--- src/rtl/compare_seq_ctrl.sv ---
// compare_seq_ctrl: nibble-serial unsigned magnitude comparator built around one shared 4-bit slice.
// Define COMPARE_SEQ_EARLY_EXIT_EN to finish at the first unequal nibble (variable latency 1..N).

module compare_4bit (
  input  logic [3:0] a,
  input  logic [3:0] b,
  output logic       lt_c,
  output logic       eq_c,
  output logic       gt_c
);
  always_comb begin
    lt_c = (a < b);
    eq_c = (a == b);
    gt_c = (a > b);
  end
endmodule

module compare_seq_ctrl #(
  parameter int unsigned WIDTH = 16
) (
  input  logic             clk,
  input  logic             rst,
  input  logic             start,
  input  logic [WIDTH-1:0] a,
  input  logic [WIDTH-1:0] b,
  output logic             busy,
  output logic             done,
  output logic             lt,
  output logic             eq,
  output logic             gt
);
  localparam int unsigned N     = WIDTH / 4;
  localparam int unsigned IDX_W = (N > 1) ? $clog2(N) : 1;

  typedef enum logic [1:0] {S_IDLE, S_RUN, S_DONE} state_t;

  state_t           state, state_n;
  logic [IDX_W-1:0] idx, idx_n;
  logic [WIDTH-1:0] a_reg, a_reg_n;
  logic [WIDTH-1:0] b_reg, b_reg_n;
  logic             lt_n, eq_n, gt_n;
  logic             busy_n, done_n;
  logic [3:0]       nib_a, nib_b;
  logic             s_lt, s_eq, s_gt;
`ifndef COMPARE_SEQ_EARLY_EXIT_EN
  logic             sticky_lt, sticky_lt_n;
  logic             sticky_gt, sticky_gt_n;
`endif

  // Select the nibble under examination, MSB first.
  assign nib_a = 4'(a_reg >> {idx, 2'b00});
  assign nib_b = 4'(b_reg >> {idx, 2'b00});

  compare_4bit u_slice (
    .a    (nib_a),
    .b    (nib_b),
    .lt_c (s_lt),
    .eq_c (s_eq),
    .gt_c (s_gt)
  );

  // Next-state and next-output logic.
  always_comb begin
    state_n = state;
    idx_n   = idx;
    a_reg_n = a_reg;
    b_reg_n = b_reg;
    lt_n    = lt;
    eq_n    = eq;
    gt_n    = gt;
`ifndef COMPARE_SEQ_EARLY_EXIT_EN
    sticky_lt_n = sticky_lt;
    sticky_gt_n = sticky_gt;
`endif
    case (state)
      S_IDLE: begin
        if (start) begin
          a_reg_n = a;
          b_reg_n = b;
          idx_n   = IDX_W'(N - 1);
`ifndef COMPARE_SEQ_EARLY_EXIT_EN
          sticky_lt_n = 1'b0;
          sticky_gt_n = 1'b0;
`endif
          state_n = S_RUN;
        end
      end
      S_RUN: begin
`ifdef COMPARE_SEQ_EARLY_EXIT_EN
        if (s_lt || s_gt) begin
          lt_n    = s_lt;
          eq_n    = 1'b0;
          gt_n    = s_gt;
          state_n = S_DONE;
        end else if (s_eq && (idx == '0)) begin
          lt_n    = 1'b0;
          eq_n    = 1'b1;
          gt_n    = 1'b0;
          state_n = S_DONE;
        end else begin
          idx_n = idx - IDX_W'(1);
        end
`else
        // First unequal nibble wins; later nibbles cannot override it.
        if (!sticky_lt && !sticky_gt) begin
          sticky_lt_n = s_lt;
          sticky_gt_n = s_gt;
        end
        if (idx == '0) begin
          lt_n    = sticky_lt_n;
          eq_n    = s_eq && !sticky_lt && !sticky_gt;
          gt_n    = sticky_gt_n;
          state_n = S_DONE;
        end else begin
          idx_n = idx - IDX_W'(1);
        end
`endif
      end
      S_DONE:  state_n = S_IDLE;
      default: state_n = S_IDLE;
    endcase
    busy_n = (state_n != S_IDLE);
    done_n = (state_n == S_DONE);
  end

  // State and output registers.
  always_ff @(posedge clk) begin
    if (rst) begin
      state <= S_IDLE;
      idx   <= '0;
      a_reg <= '0;
      b_reg <= '0;
      busy  <= 1'b0;
      done  <= 1'b0;
      lt    <= 1'b0;
      eq    <= 1'b0;
      gt    <= 1'b0;
`ifndef COMPARE_SEQ_EARLY_EXIT_EN
      sticky_lt <= 1'b0;
      sticky_gt <= 1'b0;
`endif
    end else begin
      state <= state_n;
      idx   <= idx_n;
      a_reg <= a_reg_n;
      b_reg <= b_reg_n;
      busy  <= busy_n;
      done  <= done_n;
      lt    <= lt_n;
      eq    <= eq_n;
      gt    <= gt_n;
`ifndef COMPARE_SEQ_EARLY_EXIT_EN
      sticky_lt <= sticky_lt_n;
      sticky_gt <= sticky_gt_n;
`endif
    end
  end
endmodule

--- config.mk ---
export PLATFORM = sky130hd
export DESIGN_NAME = compare_seq_ctrl
export DESIGN_NICKNAME = d
export VERILOG_FILES = /design/src/rtl/compare_seq_ctrl.sv
export SDC_FILE = /design/constraint.sdc
export NUM_CORES = 1
export LEC_CHECK = 0
export ABC_AREA = 1
export CORE_MARGIN = 4
export CORE_UTILIZATION = 61
export DETAILED_ROUTE_END_ITERATION = 6
export DONT_BUFFER_PORTS = 1
export PLACE_DENSITY = 0.77
export SKIP_LAST_GASP = 1
export SYNTH_ARGS = -nofsm -noshare
export SYNTH_HDL_FRONTEND = slang
export SYNTH_HIERARCHICAL = 1
export SYNTH_SLANG_ARGS = --single-unit
--- constraint.sdc ---
create_clock -name clk -period 2.4 [get_ports clk]
set_input_delay 0.48 -clock clk [delete_from_list [all_inputs] [get_ports clk]]
set_output_delay 0.48 -clock clk [all_outputs]
set_load 0.02 [all_outputs]
==> results.md, run 1 <==
* M1 GR Usage at 26.14%
* Top post-synthesis cells by count: nor2_1, o21ai_0, dfxtp_1
* Final worst setup slack at about 0.32 ns
* Post-synthesis sequential element count at 43
* Final Hold Viols at 0
* Post-Syn Instances at 280
* Die ar. at slightly above 4000 sq um
* Critical Path AT at between 2 and 2.5 ns
* RSZ-0062 raised after global routing: no
* Most frequent cell after synthesis: nor2_1
* Max-slew violations at 0
* Setup Skew at just under 0.009 ns
* # fillers at between 300 and 400
* Avg Cell Area, Syn at just under 7 sq um
* Max Freq at 480.3 MHz
* Final core occ at 65.78%
* CP required at about 2.7 ns
* Yosys warning total at 6
* Overall power at between 1.5 and 2 mW
* Synth cell types at 18
* Seq/Total Area, Yosys at around 44%
* Fin Hold WS at between 0.2 and 0.3 ns
* Gr busiest metal: met2
* Clock Sinks at 43
* CTS Buf Count at 5
* Min-delay worst type: input pin to flop
* Clk_lat worst skew at around 0.34 ns
* M2 GR Usage at just over 30%
* CP max FO at 8
* Post-Syn Area at 1936 sq um
* Post-synth EDFFs at 0
* Final setup viols at 0
* Final nets at around 320
* Worst path cell trace: buf_4 > nor2_1 > nor2_1 > o21ai_0 > o21ai_1 > inv_1 > ha_1 > a21oi_1 > and2_1 > nand2_1 > nand2_1 > nand2_1 > nor2_1
* Initial antenna violation count at 0
* Leakage at ~0.89 nW
* Worst slew pin tran at ~0.6 ns
* Root Buffer: clkbuf_4
* Max_slew headroom at between 60% and 70%
* Inst Count DP at about 310
* Reg area at ~860 sq um
* Ant diodes at 0
* Dominant synthesized flop cell: dfxtp_1
* Iter 0 DRT Violations at approximately 130
* Die Y at between 60 and 70 um
* Post-synth top area share at 44.47%
* Synth area leader: dfxtp_1
* Drt total wl at between 3 and 4 mm
* Final worst-path cycle share at 86.75%
* Via density at approximately 5.2
* Final instance area at roughly 2000 sq um
* Resized cells post-CTS at 0
* Setup_tns at 0 ns
* Status: complete, no violations
* Routed via count at approximately 1,700
* CP max stage delay at about 0.5 ns
* Effective utilization at floorplan at between 60% and 70%
* Post-DP HPWL at between 2 and 3 mm
* Largest net degree at the start of global routing at 36
* Met3 track utilization from global routing at 5.975%
* Placer Congestion at roughly 0.8
* Overall global routing resource usage at between 10% and 20%
* CP top delay family: simple AND/OR/NAND/NOR gates
* VDD IR max at approximately 0.00054 V
* H-tree depth at 2
* Dpl cell area at between 1500 and 2000 sq um
* Crit end category: flop
* Residual DRC at 0
* Fraction of layout cells with a size suffix above 1 at 5.776%
* Area of the multi-input gates at around 900 sq um
* Core footprint at 3053 sq um
* Crit path kind: flop to flop
* Vias in the first global route at between 1,500 and 2,000
* Async set-reset flop share out of synthesis at 0%
* Max-Cap Viols at 0
* Crit start category: flop
* DRT antenna net count at 0
* Fin crit period at 2.082 ns
* Worst Path Buf+Inv at 2
* Highest-delay cell along the critical path: dfxtp_1
* CTS tree: done
* Setup Slack @ Placement at 0.3106 ns
* # rows at 20
* WL/cell at 11.45 um
* Hold Buf Count CTS at 0
* Area growth syn-to-layout at 3.749%
* Die Width at 64.33 um
* PD cells at around 800 nW/um^2
* Fin cells at 321
* Synth top area cells: dfxtp_1, nor2_1, o21ai_0
* Max clock buf depth at 2
* IO Port Bufs at 0
* First-pass GRT wire length at ~6.5 mm
* Reg clk slew, reported paths at about 0.12 ns
* GRT Residual Overflow at 0
* Net Count, Synth at 321
* I/O pin total at 40
* Drt pass-1 iters at 4
* Setup bufs post-CTS at 0
report_power, final:
part           switching (mW)  internal (mW)  leakage [nW]
clock                   0.216          0.173        0.0386
sequential             0.0541          0.786         0.356
combinational           0.241          0.143         0.492
routing by layer:
metal	wire length (um)	part of all wire (%)
met1	1767	48
met2	1654	45
met5	0	0
met4	51	1.4
met3	202	5.5
worst reg2reg max path: cells and delay by family, from the launching register on:
kind	cells	cell delay [ns]
AND/OR/NAND/NOR	7	0.56
flip-flops	1	0.50
AO/OA/AOI/OAI	3	0.39
adder cells (fa/ha/maj)	1	0.28
buffers and inverters	2	0.27
cells by family after synthesis:
kind of cell | count (synthesis) | synth area share [%]
buffers and inverters | 37 | 8.467
flip-flops | 43 | 44.47
AO/OA/AOI/OAI | 64 | 16.81
adder cells (fa/ha/maj) | 6 | 3.878
AND/OR/NAND/NOR | 130 | 26.37
placed cells by master (no fill, tap or decap):
cell type / n
nor2_1: 101
o21ai_0: 56
dfxtp_1: 43
nand2_1: 22
inv_1: 18
ha_1: 6
nand3_1: 5
a21oi_1: 5
clkbuf_4: 5
inv_2: 4
buf_4: 3
o21bai_1: 2
clkbuf_8: 2
clkinvlp_4: 1
o21ai_1: 1
nand3_4: 1
clkbuf_1: 1
and2_1: 1
layout make-up:
type	instances	share of cell area (%)
multi-input cells	200	45.36
inverters	23	4.486
repair buffers	3	1.121
flip-flops and latches	43	42.87
clock buffers	8	3.427
well taps	44	2.741
final timing paths:
check	startpoint	endpoint	slack, ns	cells after the start
worst max-delay path	idx[0]	sticky_lt	0.32	13
worst min-delay path	rst	lt	0.28	2
worst max register to register	idx[0]	sticky_lt	0.32	13
worst min register to register	a_reg[15]	a_reg[15]	0.49	2
Note: power is estimated with default switching activity, not from simulation.
==> run 2: changes to the inputs <==
- ABC_AREA: 1 -> unset
- CORE_UTILIZATION: 61 -> 62
- PLACE_DENSITY: 0.77 -> 0.78
==> run 2 against run 1 <==
  * Final area increased by 4.1%
  * Non-clock buffer count is 5 higher
  * Largest cell class unchanged
  * Power is 2.8% higher
  * Die area is 0.65% higher
  * Clock-buffer cell count down 2
  * Critical path depth fell by 5
  * Worst hold slack lost 0.099 ns
  * Critical endpoint unchanged
  * Largest power group unchanged
  * Global-route usage shrank 0.90 points
  * Routed wire length fell by 0.33%
==> results.md, run 2 <==
* Final nets at 260 (was 317)
* Final setup viols at 0 (unchanged)
* Die Width at 64.54 um (was 64.33 um)
* Min-delay worst type: input pin to flop (unchanged)
* Top post-synthesis cells by count: nand2_1, dfxtp_1, a21oi_1 (was nor2_1, o21ai_0, dfxtp_1)
* Area growth syn-to-layout at 5.493% (was 3.749%)
* Worst path cell trace: buf_4 > mux4_2 > ha_1 > nor2b_4 > o21bai_4 > and2_1 > nand3_1 > a2111oi_2 (was buf_4 > nor2_1 > nor2_1 > o21ai_0 > o21ai_1 > inv_1 > ha_1 > a21oi_1 > and2_1 > nand2_1 > nand2_1 > nand2_1 > nor2_1)
* Effective utilization at floorplan at 64.92% (was 63.40%)
* Gate power share at 21.9% (was 23.9%)
* Status: complete, no violations (unchanged)
* Placer Congestion at 0.7778 (was 0.7818)
* H-tree depth at 2 (unchanged)
* CP required at 2.66 ns (was 2.69 ns)
* Critical Path AT at 2.54 ns (was 2.37 ns)
* Post-synth EDFFs at 0 (unchanged)
* Crit end category: flop (unchanged)
* Vias in the first global route at 1,454 (was 1,509)
* Reg clk slew, reported paths at 0.12 ns (about the same)
* Max Freq at 439.0 MHz (was 480.3 MHz)
* GRT Residual Overflow at 0 (unchanged)
* Post-DP HPWL at 2.719 mm (was 2.688 mm)
* Setup_tns at 0 ns (unchanged)
* Post-Synth Simple-Gate Area at 20.52% (was 26.37%)
* Clk_lat worst skew at 0.36 ns (was 0.34 ns)
* Setup Slack @ Placement at 0.01352 ns (was 0.3106 ns)
* Post-Syn Instances at 220 (was 280)
* Crit start category: flop (unchanged)
* Synth cell types at 32 (was 18)
* Fraction of layout cells with a size suffix above 1 at 18.18% (was 5.776%)
* Gr busiest metal: met2 (unchanged)
* # rows at 20 (unchanged)
* Synth top area cells: dfxtp_1, nand2_1, a21oi_1 (was dfxtp_1, nor2_1, o21ai_0)
* Root Buffer: clkbuf_4 (unchanged)
* Avg Cell Area, Syn at 9.009 sq um (was 6.913 sq um)
* Max clock buf depth at 2 (unchanged)
* Worst reg-to-reg path cell count at 8 (was 13)
* Max-slew violations at 0 (unchanged)
* DRT antenna net count at 0 (unchanged)
* # fillers at 263 (was 301)
* Via density at 5.470 (was 5.162)
* Clock Sinks at 43 (unchanged)
* VDD IR max at 0.0004299 V (was 0.0005431 V)
* Worst slew pin tran at 0.7257 ns (was 0.5843 ns)
* CTS tree: done (unchanged)
* Async set-reset flop share out of synthesis at 0% (unchanged)
* Final worst-path cycle share at 94.92% (was 86.75%)
* Depth of the worst hold-timing path at 1 (was 2)
* Iter 0 DRT Violations at 52 (was 131)
* Routed via count at 1,444 (was 1,657)
* Die Y at 64.54 um (was 64.33 um)
* Most frequent cell after synthesis: nand2_1 (was nor2_1)
* Net Count, Synth at 261 (was 321)
* First-pass GRT wire length at 6.147 mm (was 6.486 mm)
* Synth area leader: dfxtp_1 (unchanged)
* Seq pwr share at 48.7% (was 52.1%)
* I/O pin total at 40 (unchanged)
* Highest-delay cell along the critical path: mux4_2 (was dfxtp_1)
* Core footprint at 3053 sq um (unchanged)
* Max_slew headroom at 51.62% (was 61.00%)
* Xor and xnor area share after synthesis at 0% (unchanged)
* PD cells at 793.5 nW/um^2 (was 803.5 nW/um^2)
* Overall power at 1.659 mW (was 1.614 mW)
* CP max stage delay at 0.51 ns (was 0.50 ns)
* Die ar. at 4165 sq um (was 4138 sq um)
* Seq/Total Area, Yosys at 43.43% (was 44.47%)
* Leakage at 0.7917 nW (was 0.8859 nW)
* Final Hold Viols at 0 (unchanged)
* Synth Area in Compound Gates at 13.64% (was 16.81%)
* Drt total wl at 3.664 mm (was 3.676 mm)
* Drt pass-1 iters at 4 (unchanged)
* Clock power frac at 29.4% (was 24.1%)
* Adder-Cell Fraction of Synth Area at 3.788% (was 3.878%)
* Overall global routing resource usage at 18.96% (was 19.86%)
* Post-synthesis sequential element count at 43 (unchanged)
* Most frequent cells in the layout: nand2_1, dfxtp_1, a21oi_1 (was nor2_1, o21ai_0, dfxtp_1)
* RSZ-0062 raised after global routing: yes (was no)
* Met3 track utilization from global routing at 5.026% (was 5.975%)
* Mux share of post-synthesis cell area at 10.16% (was 0%)
* IO Port Bufs at 0 (unchanged)
* Yosys warning total at 6 (unchanged)
* Switching Share at 27.81% (was 31.70%)
* Residual DRC at 0 (unchanged)
* CTS Buf Count at 5 (unchanged)
* Final core occ at 68.48% (was 65.78%)
* Total net switching power at 0.4614 mW (was 0.5114 mW)
* CP max FO at 3 (was 8)
* Setup Skew at 0.008357 ns (was 0.008714 ns)
* WL/cell at 13.88 um (was 11.45 um)
* Fin crit period at 2.278 ns (was 2.082 ns)
* Leading cell type in the layout, fill and taps excluded: nand2_1 (was nor2_1)
* Initial antenna violation count at 0 (unchanged)
* Fin Hold WS at 0.1811 ns (was 0.2800 ns)
* Largest net degree at the start of global routing at 42 (was 36)
* Dominant synthesized flop cell: dfxtp_1 (unchanged)
* M2 GR Usage at 33.76% (was 30.67%)
* Int Power at 1.198 mW (was 1.102 mW)
* Main combinational cell family by area after synthesis: simple AND/OR/NAND/NOR gates (unchanged)
* Crit path kind: flop to flop (unchanged)
* Ant diodes at 0 (unchanged)
* M1 GR Usage at 20.95% (was 26.14%)
* Max-Cap Viols at 0 (unchanged)
* Post-synth top area share at 43.43% (was 44.47%)
* Final worst setup slack at 0.1219 ns (was 0.3181 ns)
* Post-Syn Area at 1982 sq um (was 1936 sq um)
[run 2: logic make-up (layout without fill, tap and decap cells)]
kind of cell	Yosys count	count (layout)
mux	10	10
fa+ha+maj	6	6
compound gates	46	46
simple gates	89	89
buf+inv	26	26
flops	43	43
[run 2: per-layer routing]
metal	routed length (um)	part of all wire, %
met3	188	5.1
met1	1566	43
met5	0	0
met2	1853	51
met4	55	1.5
[run 2: power groups by stage]
stage	registers [mW]	logic [mW]	clock network [mW]
global placement	0.824	0.320	0
CTS	0.809	0.342	0.497
detailed placement	0.825	0.337	0
finish	0.808	0.363	0.488
floorplan	0.813	0.312	0
global route	0.816	0.407	0.528
[run 2: worst paths after layout]
| check | slack [ns] | endpoint | startpoint |
|---|---|---|---|
| worst max-delay path | 0.12 | sticky_lt | idx[0] |
| worst min-delay path | 0.18 | idx[0] | rst |
| worst max register to register | 0.12 | sticky_lt | idx[0] |
| worst min register to register | 0.46 | a_reg[9] | a_reg[9] |
[run 2: through the flow]
stage               instances  instance area, sq um
detailed placement        255                  1959
CTS                       263                  2054
floorplan                 220                  1982
finish                    264                  2091
global route              264                  2091
global placement          255                  1959
[run 2: layout make-up]
| class | count | area (sq um) | share of cell area (%) |
|---|---|---|---|
| repair buffers | 8 | 63.81 | 3.052 |
| multi-input cells | 151 | 982.2 | 46.98 |
| clock inverters | 2 | 38.79 | 1.855 |
| well taps | 44 | 55.05 | 2.633 |
| flip-flops and latches | 43 | 862.1 | 41.23 |
| clock buffers | 6 | 51.30 | 2.454 |
| inverters | 10 | 37.54 | 1.795 |
[run 2: repair_timing]
item / 4_1_cts / 5_1_grt
resized for setup: 2 / 6
setup endpoints to repair: 1 / 2
hold buffers: 0 / 0
buffers inserted: 0 / 1
[run 2: critical path: cells and delay by family, from the launching register on]
family | cells | cell delay, ns
and+or+nand+nor | 3 | 0.41
DFF | 1 | 0.37
AOI/OAI and AO/OA | 2 | 0.47
muxes | 1 | 0.51
buffers and inverters | 1 | 0.11
adders and majority gates | 1 | 0.33
==> run 3: changes to the inputs <==
- CORE_UTILIZATION: 62 -> 61
- PLACE_DENSITY: 0.78 -> 0.77
- RECOVER_POWER: unset -> 50
- SYNTH_HIERARCHICAL: 1 -> unset
==> run 3 against run 2 <==
  * Synthesized cell count shrank 6.4%
  * Global-route usage shrank 0.83 points
  * Critical endpoint is now gt
  * Die area shrank 4.7%
  * Synthesized area shrank 6.9%
  * Power shrank 5.2%
  * Highest routed layer unchanged
  * Largest cell class unchanged
==> results.md, run 3 <==
* Max-Cap Viols at 0 (unchanged)
* Final core occ at 67.23% (was 68.48%)
* CTS Buf Count at 5 (unchanged)
* Max clock buf depth at 2 (unchanged)
* Max-slew violations at 0 (unchanged)
* R2R Setup Slk at 0.23 ns (was 0.12 ns)
* Final nets at 242 (was 260)
* Synth Area in Compound Gates at 13.36% (was 13.64%)
* Via density at 5.692 (was 5.470)
* Highest-delay cell along the critical path: mux4_2 (unchanged)
* Status: complete, no violations (unchanged)
* Iter 0 DRT Violations at 92 (was 52)
* Area growth syn-to-layout at 3.051% (was 5.493%)
* Depth of the worst hold-timing path at 1 (unchanged)
* DRT antenna net count at 0 (unchanged)
* Reg clk slew, reported paths at 0.12 ns (about the same)
* Hold EP: b_reg[1] (was idx[0])
* Leakage at 0.6998 nW (was 0.7917 nW)
* Dominant synthesized flop cell: dfxtp_1 (unchanged)
* Root Buffer: clkbuf_4 (unchanged)
* Clock Sinks at 43 (unchanged)
* WL/cell at 14.29 um (was 13.88 um)
* Min-delay worst type: input pin to flop (unchanged)
* Hold path start: rst (unchanged)
* Synth area leader: dfxtp_1 (unchanged)
* Yosys warning total at 0 (was 6)
* Post-synthesis sequential element count at 43 (unchanged)
* Fin Hold WS at 0.1842 ns (was 0.1811 ns)
* Critical Path AT at 2.40 ns (was 2.54 ns)
* Post-synth EDFFs at 0 (unchanged)
* Inst Count DP at 226 (was 255)
* Async set-reset flop share out of synthesis at 0% (unchanged)
* Mux share of post-synthesis cell area at 9.763% (was 10.16%)
* Die Y at 63.01 um (was 64.54 um)
* Most frequent cells in the layout: nand2_1, dfxtp_1, a21oi_1 (unchanged)
* Post-DP HPWL at 2.494 mm (was 2.719 mm)
* PD cells at 827.2 nW/um^2 (was 793.5 nW/um^2)
* Adder-Cell Fraction of Synth Area at 3.390% (was 3.788%)
* First-pass GRT wire length at 5.775 mm (was 6.147 mm)
* Drt total wl at 3.345 mm (was 3.664 mm)
* Setup Skew at 0.008133 ns (was 0.008357 ns)
* Drt pass-1 iters at 4 (unchanged)
* Residual DRC at 0 (unchanged)
* Final setup viols at 0 (unchanged)
* Clk_lat worst skew at 0.34 ns (was 0.36 ns)
* Resized cells post-CTS at 0 (was 2)
* # rows at 19 (was 20)
* Fraction of layout cells with a size suffix above 1 at 10.34% (was 18.18%)
* Worst slew pin tran at 1.011 ns (was 0.7257 ns)
* CTS tree: done (unchanged)
* Placer Congestion at 0.7773 (was 0.7778)
* Initial antenna violation count at 0 (unchanged)
* Fin cells at 234 (was 264)
* Top post-synthesis cells by count: nand2_1, dfxtp_1, a21oi_1 (unchanged)
* Xor and xnor area share after synthesis at 0% (unchanged)
* Crit path kind: flop to flop (unchanged)
* Main combinational cell family by area after synthesis: simple AND/OR/NAND/NOR gates (unchanged)
* Setup_tns at 0 ns (unchanged)
* Die Width at 63.01 um (was 64.54 um)
* Overall global routing resource usage at 18.12% (was 18.96%)
* Routed via count at 1,332 (was 1,444)
* I/O pin total at 40 (unchanged)
* H-tree depth at 2 (unchanged)
* Final Hold Viols at 0 (unchanged)
* Area of the multi-input gates at 863.3 sq um (was 982.2 sq um)
* VDD IR max at 0.0004940 V (was 0.0004299 V)
* Worst R2R Start: idx[0] (unchanged)
* Reg area at 860.8 sq um (was 862.1 sq um)
* Final worst-path cycle share at 90.44% (was 94.92%)
* Post-Syn Instances at 206 (was 220)
* Setup bufs post-CTS at 0 (unchanged)
* Leading cell type in the layout, fill and taps excluded: nand2_1 (unchanged)
* Worst reg-to-reg path cell count at 6 (was 8)
* Worst path cell trace: buf_4 > mux4_2 > ha_1 > a211oi_1 > o2bb2ai_1 > o31ai_1 (was buf_4 > mux4_2 > ha_1 > nor2b_4 > o21bai_4 > and2_1 > nand3_1 > a2111oi_2)
* CP max stage delay at 0.51 ns (about the same)
* FF-to-FF End: gt (was sticky_lt)
* Largest net degree at the start of global routing at 46 (was 42)
* Crit end category: flop (unchanged)
* Crit start category: flop (unchanged)
* GRT Residual Overflow at 0 (unchanged)
* Most frequent cell after synthesis: nand2_1 (unchanged)
* Max_slew headroom at 32.61% (was 51.62%)
* Effective utilization at floorplan at 65.24% (was 64.92%)
* Post-synth top area share at 46.64% (was 43.43%)
* Net Count, Synth at 246 (was 261)
* Post-Synth Simple-Gate Area at 20.27% (was 20.52%)
* Core footprint at 2829 sq um (was 3053 sq um)
* CP required at 2.63 ns (was 2.66 ns)
* Avg Cell Area, Syn at 8.959 sq um (was 9.009 sq um)
* Seq/Total Area, Yosys at 46.64% (was 43.43%)
* Vias in the first global route at 1,366 (was 1,454)
* # fillers at 254 (was 263)
* Synth top area cells: dfxtp_1, nand2_1, mux4_2 (was dfxtp_1, nand2_1, a21oi_1)
* Die ar. at 3970 sq um (was 4165 sq um)
* Fin crit period at 2.171 ns (was 2.278 ns)
* IO Port Bufs at 0 (unchanged)
* Synth cell types at 24 (was 32)
* RSZ-0062 raised after global routing: no (was yes)
* Post-Syn Area at 1846 sq um (was 1982 sq um)
* Hold Buf Count CTS at 0 (unchanged)
* CP max FO at 7 (was 3)
* Ant diodes at 0 (unchanged)
* Max Freq at 460.7 MHz (was 439.0 MHz)
-- run 3: cell count changes after synthesis, moves of 3 or more --
cell | before | now
a21oi_1 | 37 | 34
inv_1 | 10 | 6
nand3b_1 | 0 | 3
buf_6 | 9 | 5
nor2b_1 | 0 | 3
nor2_1 | 8 | 5
-- run 3: worst max-delay path by stage --
stage            from         to  cells past startpoint
2_1_floorplan  idx[0]  sticky_gt                      6
3_3_place_gp   idx[0]  sticky_gt                      6
3_5_place_dp   idx[0]         gt                      6
4_1_cts        idx[0]         gt                      6
5_1_grt        idx[0]         gt                      6
6_report       idx[0]         gt                      6
-- run 3: report_power, final --
part,switching [mW],total (mW),internal (mW),leakage [nW]
combinational,0.144,0.273,0.129,0.299
clock,0.222,0.469,0.246,0.0482
sequential,0.0567,0.832,0.775,0.353
total,0.423,1.57,1.15,0.700
-- run 3: kinds of logic (layout without fill, tap and decap cells) --
group,after synthesis,after routing
muxes,8,8
adders and majority gates,5,5
and+or+nand+nor,85,85
AOI/OAI and AO/OA,44,44
DFF,43,43
buffers and inverters,21,18
-- run 3: layout make-up --
| class | instances | area share [%] |
|---|---|---|
| Multi-Input combinational cell | 142 | 45.39 |
| Tap cell | 31 | 2.039 |
| Clock buffer | 6 | 2.697 |
| Sequential cell | 43 | 45.26 |
| Inverter | 6 | 1.184 |
| Timing Repair Buffer | 4 | 1.579 |
| Clock inverter | 2 | 1.842 |
-- run 3: through the flow --
step | cell area, sq um | power [mW] | setup slack (ns)
2_1_floorplan | 1846 | 1.090 | 0.2576
3_3_place_gp | 1815 | 1.107 | 0.3456
3_5_place_dp | 1815 | 1.123 | 0.2668
4_1_cts | 1902 | 1.587 | 0.2287
5_1_grt | 1902 | 1.663 | 0.09064
6_report | 1902 | 1.573 | 0.2294
-- run 3: metal layers --
layer	wire, um	global-route usage, %	vias to the layer above
li1	-	-	690
met1	1491	20.63	612
met2	1663	31.88	25
met3	146	4.317	5
met4	44	7.989	0
met5	0	0	-
-- run 3: worst max-delay path, delay by kind of cell, from the launching register on --
kind,cells,cell delay [ns]
muxes,1,0.51
DFF,1,0.35
AOI/OAI and AO/OA,3,0.69
buffers and inverters,1,0.17
adders and majority gates,1,0.34
